[config.mk]
export PLATFORM = sky130hd
export DESIGN_NAME = lfsr65_check
export DESIGN_NICKNAME = d
export VERILOG_FILES = /design/src/rtl/lfsr65_pkg.sv /design/src/rtl/lfsr65_err_tally.sv /design/src/rtl/lfsr65_check.sv
export SDC_FILE = /design/constraint.sdc
export NUM_CORES = 1
export LEC_CHECK = 0
export CORE_MARGIN = 8
export CORE_UTILIZATION = 56
export DETAILED_ROUTE_END_ITERATION = 8
export PLACE_DENSITY = 0.82
export SYNTH_ARGS = -nofsm -noshare
export SYNTH_HDL_FRONTEND = slang
export SYNTH_HIERARCHICAL = 1
export SYNTH_SLANG_ARGS = --single-unit
export TNS_END_PERCENT = 20
[constraint.sdc]
create_clock -name clk -period 10.2 [get_ports clk]
set_clock_uncertainty 0.2 [all_clocks]
set_input_delay 2.04 -clock clk [delete_from_list [all_inputs] [get_ports clk]]
set_output_delay 2.04 -clock clk [all_outputs]
set_load 0.1 [all_outputs]
[src/rtl/lfsr65_pkg.sv]
// Shared constants, state type and helpers for the 65-bit LFSR pattern checker.
package lfsr65_pkg;

    localparam int unsigned LfsrBits = 65;
    localparam int unsigned TapLong  = 65;
    localparam int unsigned TapShort = 47;
    localparam int unsigned TapGap   = TapLong - TapShort;

    typedef enum logic [1:0] {
        FILL = 2'd0,
        HUNT = 2'd1,
        LOCK = 2'd2
    } state_t;

    // Beats needed before the history register holds 65 genuine stream bits.
    function automatic int unsigned fill_beats(input int unsigned data_bits);
        return (LfsrBits + data_bits - 1) / data_bits;
    endfunction

endpackage

[src/rtl/lfsr65_err_tally.sv]
// Popcount stage and saturating error/beat/lock-loss counters; clear drops work in flight.
module lfsr65_err_tally
    import lfsr65_pkg::*;
#(
    parameter int unsigned DataBits = 32,
    parameter int unsigned CntBits  = 32
) (
    input  logic                clk,
    input  logic                rst,
    input  logic                clear,
    input  logic                err_valid,
    input  logic [DataBits-1:0] err_bits,
    input  logic                lock_lost,
    output logic [CntBits-1:0]  err_count,
    output logic [CntBits-1:0]  beat_count,
    output logic [15:0]         lock_loss_count
);

    localparam int unsigned PcW  = $clog2(DataBits + 1);
    localparam int unsigned SumW = ((CntBits > PcW) ? CntBits : PcW) + 1;
    localparam logic [SumW-1:0] CntMax = SumW'({CntBits{1'b1}});

    logic [PcW-1:0]  pc_c;
    logic [PcW-1:0]  pc;
    logic            pc_valid;
    logic            pc_loss;
    logic [SumW-1:0] err_sum;

    always_comb begin
        pc_c = '0;
        for (int j = 0; j < DataBits; j++) begin
            pc_c = pc_c + PcW'(err_bits[j]);
        end
    end

    assign err_sum = SumW'(err_count) + SumW'(pc);

    always_ff @(posedge clk) begin
        if (rst || clear) begin
            pc              <= '0;
            pc_valid        <= 1'b0;
            pc_loss         <= 1'b0;
            err_count       <= '0;
            beat_count      <= '0;
            lock_loss_count <= '0;
        end else begin
            pc       <= pc_c;
            pc_valid <= err_valid;
            pc_loss  <= lock_lost;
            if (pc_valid) begin
                err_count <= (err_sum > CntMax) ? '1 : CntBits'(err_sum);
                if (beat_count != '1) begin
                    beat_count <= beat_count + 1'b1;
                end
            end
            if (pc_loss && (lock_loss_count != '1)) begin
                lock_loss_count <= lock_loss_count + 1'b1;
            end
        end
    end

endmodule

[src/rtl/lfsr65_check.sv]
// Self-synchronising receive checker for the s[i] = s[i-65] ^ s[i-47] test pattern.
module lfsr65_check
    import lfsr65_pkg::*;
#(
    parameter int unsigned DataBits    = 32,
    parameter int unsigned LockBeats   = 4,
    parameter int unsigned UnlockBeats = 4,
    parameter int unsigned CntBits     = 32
) (
    input  logic                clk,
    input  logic                rst,
    input  logic                in_valid,
    input  logic [DataBits-1:0] in_data,
    input  logic                clear,
    output logic                locked,
    output logic                err_valid,
    output logic [DataBits-1:0] err_bits,
    output logic [CntBits-1:0]  err_count,
    output logic [CntBits-1:0]  beat_count,
    output logic [15:0]         lock_loss_count
);

    localparam int unsigned ExtBits   = DataBits + LfsrBits;
    localparam int unsigned FillBeats = fill_beats(DataBits);
    localparam int unsigned FillW     = $clog2(FillBeats + 1);
    localparam int unsigned RunMax    = (LockBeats > UnlockBeats) ? LockBeats : UnlockBeats;
    localparam int unsigned RunW      = $clog2(RunMax + 1);

    state_t              state;
    logic [LfsrBits-1:0] hist;
    logic [FillW-1:0]    fill_cnt;
    logic [RunW-1:0]     run_cnt;
    logic                lock_lost;

    logic [ExtBits-1:0]  rx_ext;
    logic [ExtBits-1:0]  p_ext;
    logic [DataBits-1:0] exp_rx;
    logic [DataBits-1:0] mismatch;
    logic [DataBits-1:0] lock_err;

    // Received-chain check and free-running prediction, both seeded from hist.
    always_comb begin
        rx_ext = {in_data, hist};
        p_ext  = {{DataBits{1'b0}}, hist};
        exp_rx = '0;
        for (int j = 0; j < DataBits; j++) begin
            exp_rx[j]             = rx_ext[j] ^ rx_ext[j + TapGap];
            p_ext[LfsrBits + j]   = p_ext[j] ^ p_ext[j + TapGap];
        end
        mismatch = in_data ^ exp_rx;
        lock_err = in_data ^ p_ext[ExtBits-1:LfsrBits];
    end

    always_ff @(posedge clk) begin
        if (rst) begin
            state     <= FILL;
            hist      <= '0;
            fill_cnt  <= '0;
            run_cnt   <= '0;
            locked    <= 1'b0;
            err_valid <= 1'b0;
            err_bits  <= '0;
            lock_lost <= 1'b0;
        end else begin
            err_valid <= 1'b0;
            lock_lost <= 1'b0;
            if (in_valid) begin
                unique case (state)
                    FILL: begin
                        hist <= rx_ext[ExtBits-1:DataBits];
                        if (fill_cnt == FillW'(FillBeats - 1)) begin
                            state    <= HUNT;
                            fill_cnt <= '0;
                            run_cnt  <= '0;
                        end else begin
                            fill_cnt <= fill_cnt + 1'b1;
                        end
                    end
                    HUNT: begin
                        hist <= rx_ext[ExtBits-1:DataBits];
                        if (mismatch != '0) begin
                            run_cnt <= '0;
                        end else if (run_cnt == RunW'(LockBeats - 1)) begin
                            state   <= LOCK;
                            locked  <= 1'b1;
                            run_cnt <= '0;
                        end else begin
                            run_cnt <= run_cnt + 1'b1;
                        end
                    end
                    LOCK: begin
                        // Prediction feeds back so each corrupted bit is counted once.
                        hist      <= p_ext[ExtBits-1:DataBits];
                        err_valid <= 1'b1;
                        err_bits  <= lock_err;
                        if (lock_err == '0) begin
                            run_cnt <= '0;
                        end else if (run_cnt == RunW'(UnlockBeats - 1)) begin
                            state     <= FILL;
                            locked    <= 1'b0;
                            run_cnt   <= '0;
                            fill_cnt  <= '0;
                            lock_lost <= 1'b1;
                        end else begin
                            run_cnt <= run_cnt + 1'b1;
                        end
                    end
                    default: begin
                        state  <= FILL;
                        locked <= 1'b0;
                    end
                endcase
            end
        end
    end

    lfsr65_err_tally #(
        .DataBits (DataBits),
        .CntBits  (CntBits)
    ) u_tally (
        .clk             (clk),
        .rst             (rst),
        .clear           (clear),
        .err_valid       (err_valid),
        .err_bits        (err_bits),
        .lock_lost       (lock_lost),
        .err_count       (err_count),
        .beat_count      (beat_count),
        .lock_loss_count (lock_loss_count)
    );

endmodule
==> results of run 1 <==
state kept, by name, indices dropped and copies added (netlist names), 2 cells and up:
signal / cells
err_bits: 32
fill_cnt: 2
hist: 65
run_cnt: 3
state: 2
u_tally/beat_count: 32
u_tally/err_count: 32
u_tally/lock_loss_count: 16
u_tally/pc: 6
path summary, 6_finish.rpt:
kind	from	end	slack [ns]
setup / recovery	err_bits[0]	u_tally/pc[4]	5.18
hold reg to reg	hist[58]	hist[26]	0.25
setup reg to reg	err_bits[0]	u_tally/pc[4]	5.18
hold / removal	hist[58]	hist[26]	0.25
placed cells by master, fill, tap and decap left out, drive strengths merged, types with 12 or more instances in the layout:
cell type      count
a31oi             22
a21oi            128
a211oi            41
clkdlybuf4s50    148
nand2            100
dfxtp            195
xor2              31
xnor3             22
nand4             23
xnor2             37
or3               20
nor2             165
and3              23
nand3             19
ha                20
o21ai             44
fa                25
clkbuf            17
nor3              29
inv               62
nor4              12
metal layers:
metal  global-route usage (%)  up-vias  wire length, um
met5                        0        -                0
met1                     30.0     4271            11700
li1                         -     4394                -
met4                     9.01        0              844
met2                     37.3      302            12700
met3                     5.94       50             2070
power breakdown:
group          switching (mW)  internal [mW]
Sequential             0.0151          0.774
Clock                   0.307          0.414
Combinational          0.0706         0.0561
Total                   0.393           1.24
cells by family after synthesis:
logic type	synth area share (%)
buffers and inverters	4.93
adder cells (fa/ha/maj)	7.30
XOR/XNOR	10.7
AO/OA/AOI/OAI	16.8
AND/OR/NAND/NOR	21.7
multiplexers	0.584
flip-flops	38.0
worst reg2reg max path, cell delays in order, from the launching register on:
cell,delay (ns)
dfxtp_1,0.36
inv_1,0.07
fa_1,0.59
fa_1,0.46
fa_1,0.50
fa_1,0.55
fa_1,0.44
fa_1,0.49
inv_1,0.04
ha_1,0.20
fa_1,0.42
a21o_1,0.17
a21oi_1,0.16
xor2_1,0.16
nor2_1,0.05
area by class of cell:
| type | count | area share (%) |
|---|---|---|
| multi-input cells | 874 | 47.3 |
| flip-flops and latches | 195 | 31.4 |
| inverters | 58 | 1.75 |
| clock inverters | 15 | 1.64 |
| well taps | 229 | 2.30 |
| repair buffers | 154 | 12.3 |
| clock buffers | 17 | 3.42 |
==> flow_summary.json, run 1 <==
{
  "dp_hpwl_um": 19100,
  "post_cts_buffers": 0,
  "grt_pass1_vias": 8445,
  "rsz0062_at_grt": "no",
  "power.leakage_nw": 4.60,
  "fin_area_sq_um": 12400,
  "synth_enable_flop_cells": 0,
  "avgViaCountPerCell": 5.85,
  "fin_crit_sh_pct": 49.2,
  "reg2reg_depth": 14,
  "power_mw": 1.64,
  "max_slew.worst_pin.slew_ns": 1.19,
  "async_flop_share_pct": 0,
  "cts_buffer_depth": 2,
  "wl_um": 27300,
  "fmax_ghz": 0.199,
  "synth_ff_type": "dfxtp_1",
  "place.gp.congestion": 0.890,
  "synth_most_common_cell": "dfxtp_1",
  "clk_latency_ns": 0.44,
  "dpl_worst_slack_ns": 5.20,
  "max-cap-violations": 0,
  "regArea_sq_um": 3900,
  "clkSinkCount": 195,
  "power_density_nw_per_um2": 131,
  "grt_use_total_pct": 23.4,
  "drc": 0,
  "path_depth": 14,
  "critPathArrivalTime_ns": 5.10,
  "cts_tree": "yes",
  "critPathBufInv": 2,
  "syn_to_final_growth_pct": 21.1,
  "cts.reportedPaths.clkPinSlew_ns": 0.07,
  "yosysUniqueCellTypes": 66,
  "whs_ns": 0.254,
  "ys_seq_elements": 195,
  "yosys_warnings": 6,
  "crit_chain": "inv_1 > fa_1 > fa_1 > fa_1 > fa_1 > fa_1 > fa_1 > inv_1 > ha_1 > fa_1 > a21o_1 > a21oi_1 > xor2_1 > nor2_1",
  "grt_pass1_wl_um": 42800,
  "ir_worst_vdd_v": 0.000128,
  "syn-instance-count": 1196,
  "maxSlewViolCount": 0,
  "drtIter0Drc": 636,
  "grt_overflow": 0,
  "die_area_sq_um": 22900,
  "cp_max_fo": 3,
  "placedCellCount": 1510,
  "hold_buffers": 0,
  "yosysSeqAreaShare_pct": 38.0,
  "place_area_sq_um": 11800,
  "hold_depth": 2,
  "initial_core_util_pct": 57.2,
  "startpoint_type": "flop",
  "stdcell_count": 1542,
  "dr.pass1.iters": 6,
  "status": "completed",
  "max_stage_delay_ns": 0.59,
  "antenna-diode-count": 0,
  "critPathKind": "reg -> reg",
  "final_util_pct": 69.3,
  "n_fill_cell": 1381,
  "pin_count": 150,
  "min_path_type": "reg -> reg",
  "setup-tns-final_ns": 0,
  "antenna_found_initial": 0,
  "nNetsFinal": 1381,
  "synth_area_per_cell_sq_um": 8.59,
  "synthTopCellsByArea": "dfxtp_1, a21oi_1, nor2_1, fa_1, xnor3_1",
  "crit_path_end_kind": "flop",
  "multi_input_area_sq_um": 5890,
  "cts_htree_levels": 4,
  "grt_start_max_net_pins": 98,
  "drive_gt1_share_pct": 4.80,
  "syn_nets": 1277,
  "cts-resized-gates": 0,
  "die_height_um": 151,
  "setup_ws_ns": 5.18,
  "synth_area_leader_cell": "dfxtp_1",
  "cts_root_buf": "clkbuf_16",
  "wl_per_cell_um": 17.7,
  "core_area_sq_um": 18000,
  "worst_ep_required_time_ns": 10.28,
  "path_delay_family": "adder cells",
  "io_buffers": 149,
  "hold_viol_final": 0,
  "slew_headroom_pct": 20.9,
  "crit_top_cell": "fa_1",
  "rows": 49,
  "fp.dieW_um": 151,
  "drtAntennaViolNets": 0,
  "finalWorstPathRequiredPeriod_ns": 5.02,
  "setup_violations": 0,
  "cts_buffers": 17,
  "netlist_area_sq_um": 10300,
  "worst_path_max_delay_cell": "fa_1",
  "synth_common_cells": "dfxtp_1, nor2_1, a21oi_1",
  "vias": 9017,
  "synth_top_area_share_pct": 38.0
}
No activity file was read; power rests on OpenSTA's default activity.
==> inputs of run 2 (changes only) <==
CORE_UTILIZATION = 55   (was 56)
PLACE_DENSITY = 0.81   (was 0.82)
clock period = 4.72 ns   (was 10.2 ns; I/O delays follow)
==> run 2 against run 1 <==
The run now ends with setup timing left. Critical path type unchanged. Sequential share of layout area rose by 0.18 points. Design area grew 1.0%. Worst hold slack about the same. Total power is 110% higher. Sequential cell count stayed put. Via count rose by 0.17%. Final cell count grew 0.97%.
==> flow_summary.json, run 2 (same netlist as run 1, synthesis figures left out) <==
{
  "initial_core_util_pct": 55.5,
  "max_slew.worst_pin.slew_ns": 1.10,
  "min_path_type": "reg -> reg",
  "power_density_nw_per_um2": 271,
  "crit_top_cell": "fa_1",
  "hold_viol_final": 0,
  "worst_path_max_delay_cell": "fa_1",
  "vias": 9032,
  "startpoint_type": "flop",
  "reg2reg_depth": 14,
  "wl_per_cell_um": 17.1,
  "cts_tree": "yes",
  "max-cap-violations": 0,
  "worstSetupStartpoint": "err_bits[21]",
  "hold_depth": 2,
  "antenna-diode-count": 0,
  "grt_pass1_wl_um": 42800,
  "r2r_setup_slack_ns": -0.06,
  "setup_violations": 1,
  "reg2reg_to": "u_tally/pc[4]",
  "power_mw": 3.40,
  "worst_ep_required_time_ns": 4.82,
  "drc": 0,
  "critPathArrivalTime_ns": 4.87,
  "grt_start_max_net_pins": 105,
  "rows": 50,
  "drtIter0Drc": 725,
  "crit_chain": "fa_1 > inv_2 > fa_2 > fa_1 > fa_1 > fa_1 > fa_1 > inv_1 > ha_2 > fa_2 > a21o_1 > a21oi_2 > xor2_1 > nor2_1",
  "avgViaCountPerCell": 5.80,
  "rsz0062_at_grt": "yes",
  "dr.pass1.iters": 5,
  "ir_worst_vdd_v": 0.000272,
  "layout_common_cells": "dfxtp_1, nor2_1, clkdlybuf4s50_1",
  "grt_use_total_pct": 22.3,
  "io_buffers": 149,
  "finalWorstPathRequiredPeriod_ns": 4.78,
  "grt_pass1_vias": 8293,
  "power.leakage_nw": 4.63,
  "cp_max_fo": 2,
  "nNetsFinal": 1391,
  "grt_overflow": 0,
  "max_stage_delay_ns": 0.55,
  "drtAntennaViolNets": 0,
  "regMostFlops": "hist",
  "cts_buffer_depth": 2,
  "slew_headroom_pct": 26.5,
  "dp_hpwl_um": 19100,
  "setup_ws_ns": -0.0555,
  "pin_count": 150,
  "clkSinkCount": 195,
  "die_height_um": 153,
  "fp.dieW_um": 153,
  "place.gp.congestion": 0.909,
  "fin_area_sq_um": 12600,
  "mostFrequentLayoutCell": "dfxtp_1",
  "path_delay_family": "adder cells",
  "crit_path_end_kind": "flop",
  "violations": "setup timing",
  "cts.reportedPaths.clkPinSlew_ns": 0.07,
  "cts_htree_levels": 4,
  "fmax_ghz": 0.209,
  "critPathBufInv": 2,
  "die_area_sq_um": 23300,
  "syn_to_final_growth_pct": 22.3,
  "drive_gt1_share_pct": 8.01,
  "worstHoldStart": "hist[53]",
  "cts_root_buf": "clkbuf_16",
  "maxSlewViolCount": 0,
  "timing.rr.start": "err_bits[21]",
  "cts_buffers": 17,
  "hold_end": "hist[21]",
  "wl_um": 26600,
  "critPathKind": "reg -> reg",
  "place_area_sq_um": 12000,
  "status": "finished, violations left",
  "antenna_found_initial": 0,
  "core_area_sq_um": 18500,
  "largest_register_ffs": 65,
  "clk_latency_ns": 0.43,
  "post_cts_buffers": 0,
  "fin_crit_sh_pct": 101,
  "hold_buffers": 0
}
==> run 2: cell types whose count changed in the layout (fill, tap and decap cells not counted), moves of 4 or more <==
cell,before,now
buf_4,6,15
inv_2,0,10
dfxtp_4,0,15
dfxtp_2,0,4
dfxtp_1,195,176
inv_1,58,48
==> run 2: power by group <==
| group | switching [mW] | internal (mW) |
|---|---|---|
| clock | 0.635 | 0.794 |
| combinational | 0.154 | 0.124 |
| sequential | 0.0317 | 1.66 |
| total | 0.821 | 2.58 |
==> run 2: routing by layer <==
layer	global-route usage (%)	share of wire (%)	up-vias
met4	7.45	2.0	0
met2	36.0	47	300
li1	-	-	4416
met5	0	0	-
met3	6.01	7.1	31
met1	28.3	44	4285
==> run 2: layout make-up <==
type	count	area, sq um
Fill cell	1469	5940
Tap cell	234	293
Clock inverter	10	97.6
Multi-Input combinational cell	874	5900
Clock buffer	22	487
Inverter	58	218
Timing Repair Buffer	164	1610
Sequential cell	195	3970
==> run 2: worst max-delay path by stage <==
| stage | to | cells after the start |
|---|---|---|
| after global routing | u_tally/pc[4] | 14 |
| after global placement | u_tally/pc[4] | 14 |
| after detailed placement | u_tally/pc[5] | 15 |
| after CTS | u_tally/pc[4] | 14 |
| after floorplan | u_tally/pc[4] | 14 |
| final | u_tally/pc[4] | 14 |
==> run 2: worst min-delay path, delay by kind of cell (launching register included) <==
| family | cells | cell delay [ns] |
|---|---|---|
| compound gates | 1 | 0.05 |
| flops | 1 | 0.31 |
| simple gates | 1 | 0.05 |
==> run 2: through the flow <==
stage                     setup TNS (ns)  util [%]  hold WS [ns]  instances  setup WS [ns]
after floorplan                   -0.206         -         0.206       1196         -0.109
after global placement           -0.0202      64.7         0.239       1525        -0.0202
after detailed placement          -0.279      64.7         0.245       1525        -0.0979
after CTS                        -0.0619      67.9         0.256       1557        -0.0619
after global routing              -0.446      67.9         0.272       1557         -0.191
final                            -0.0555      67.9         0.254       1557        -0.0555
==> run 2: repair_timing <==
action	in CTS	in global routing
pin swaps	11	0
setup endpoints to repair	3	3
resized for setup	8	0
==> inputs of run 3 (changes only) <==
CTS_BUF_LIST = sky130_fd_sc_hd__clkbuf_4 sky130_fd_sc_hd__clkbuf_8   (was default)
==> run 3 against run 2 <==
The flow still finishes with violations (setup timing). Critical endpoint unchanged. Fmax grew 0.18%. Global-route usage decreased by 0.44 points. Clock power fell by 21%. Critical path type unchanged. Setup slack gained 0.0085 ns. Combinational power barely moved. Count of clock-buffer cells in the layout is 2 lower. Largest cell class unchanged. Worst hold slack improved by 0.0055 ns. Total power shrank 8.8%. Die area did not move.
==> flow_summary.json, run 3 (same netlist as run 1, synthesis figures left out) <==
{
  "cts_buffer_depth": 2,
  "drtAntennaViolNets": 0,
  "fmax_ghz": 0.210,
  "cts_htree_levels": 4,
  "pin_count": 150,
  "whs_ns": 0.259,
  "power_density_nw_per_um2": 250,
  "placedCellCount": 1525,
  "met3_usage_pct": 5.93,
  "power.leakage_nw": 4.55,
  "die_area_sq_um": 23300,
  "cp_max_fo": 3,
  "syn_to_final_growth_pct": 20.7,
  "status": "finished, violations left",
  "rows": 50,
  "setup_violations": 1,
  "maxSlewViolCount": 0,
  "layout_common_cells": "dfxtp_1, nor2_1, clkdlybuf4s50_1",
  "reg2reg_to": "u_tally/pc[4]",
  "grt_use_total_pct": 21.8,
  "grt_start_max_net_pins": 105,
  "vias": 8943,
  "fin_area_sq_um": 12400,
  "drive_gt1_share_pct": 8.24,
  "hold_viol_final": 0,
  "power_mw": 3.10,
  "slew_headroom_pct": 26.6,
  "die_height_um": 153,
  "fin_crit_sh_pct": 101,
  "drc": 0,
  "clkSinkCount": 195,
  "antenna-diode-count": 0,
  "stdcell_count": 1557,
  "hold_end": "hist[21]",
  "min_path_type": "reg -> reg",
  "initial_core_util_pct": 55.5,
  "max_slew.worst_pin.slew_ns": 1.10,
  "dr.pass1.iters": 5,
  "busiest_layer": "met2",
  "dp_hpwl_um": 19100,
  "worst_ep_required_time_ns": 4.86,
  "r2r_setup_slack_ns": -0.05,
  "met1_usage_pct": 28.1,
  "rsz0062_at_grt": "yes",
  "dpl_worst_slack_ns": -0.0979,
  "reg2reg_depth": 14,
  "core_area_sq_um": 18500,
  "setup_ws_ns": -0.0470,
  "hold_buffers": 0,
  "critPathArrivalTime_ns": 4.91,
  "place_area_sq_um": 12000,
  "ir_worst_vdd_v": 0.000214,
  "mostFrequentLayoutCell": "dfxtp_1",
  "grt_overflow": 0,
  "clk_latency_ns": 0.47,
  "wl_um": 25900,
  "drtIter0Drc": 700,
  "nNetsFinal": 1391,
  "worstHoldStart": "hist[53]",
  "hold_depth": 2,
  "critPathKind": "reg -> reg",
  "finalWorstPathRequiredPeriod_ns": 4.77,
  "wl_per_cell_um": 16.7,
  "fp.dieW_um": 153,
  "avgViaCountPerCell": 5.74,
  "startpoint_type": "flop",
  "antenna_found_initial": 0,
  "crit_path_end_kind": "flop",
  "grt_pass1_vias": 8126,
  "io_buffers": 149,
  "violations": "setup timing",
  "regMostFlops": "hist",
  "cts_buffers": 17,
  "setup-tns-final_ns": -0.0470,
  "max-cap-violations": 0,
  "grt_pass1_wl_um": 41900,
  "cts.reportedPaths.clkPinSlew_ns": 0.09,
  "grt_use_met2_pct": 35.0,
  "largest_register_ffs": 65,
  "cts_tree": "yes",
  "cts_root_buf": "clkbuf_8",
  "final_util_pct": 67.0,
  "place.gp.congestion": 0.909,
  "timing.rr.start": "err_bits[0]"
}
-- run 3: cell count changes in the layout (fill, tap and decap cells not counted), sizes merged --
cell / before / now
bufinv: 1 / 3
clkbuf: 22 / 20
-- run 3: critical path, stage by stage, from the launching register on --
cell	delay (ns)
dfxtp_4	0.37
inv_2	0.04
fa_1	0.58
fa_1	0.45
fa_2	0.55
fa_1	0.43
fa_1	0.46
fa_1	0.49
inv_1	0.04
ha_2	0.18
fa_2	0.34
a21o_1	0.17
a21oi_2	0.14
xor2_1	0.15
nor2_1	0.05
-- run 3: cell type report --
class / instances / area [sq um]
fillers: 1497 / 6120
multi-input cells: 874 / 5900
flip-flops and latches: 195 / 3970
repair buffers: 164 / 1610
well taps: 234 / 293
clock buffers: 20 / 256
inverters: 58 / 218
clock inverters: 12 / 158
-- run 3: metal layers --
| metal | vias to the layer above | part of all wire [%] | wire length [um] |
|---|---|---|---|
| met5 | - | 0 | 0 |
| met4 | 0 | 1.9 | 483 |
| met3 | 29 | 7.6 | 1980 |
| met2 | 286 | 47 | 12100 |
| met1 | 4216 | 44 | 11400 |
| li1 | 4412 | - | - |
-- run 3: what timing repair did --
action	4_1_cts	5_1_grt
setup buffers	0	0
endpoints found under the setup margin	3	4
pin swaps	9	0
resized for setup	6	2
-- run 3: worst max-delay path by stage --
| stage | start | end | slack (ns) | cells past startpoint |
|---|---|---|---|---|
| after floorplan | err_bits[23] | u_tally/pc[4] | -0.11 | 14 |
| after global placement | err_bits[17] | u_tally/pc[4] | -0.02 | 14 |
| after detailed placement | err_bits[17] | u_tally/pc[5] | -0.1 | 15 |
| after CTS | err_bits[0] | u_tally/pc[4] | -0.04 | 14 |
| after global routing | err_bits[0] | u_tally/pc[4] | -0.19 | 14 |
| final | err_bits[0] | u_tally/pc[4] | -0.05 | 14 |
-- run 3: where the power goes --
| part | internal, mW | total, mW | switching, mW |
|---|---|---|---|
| registers | 1.66 | 1.70 | 0.0311 |
| logic | 0.124 | 0.276 | 0.152 |
| clock network | 0.543 | 1.13 | 0.589 |
| total | 2.33 | 3.10 | 0.772 |
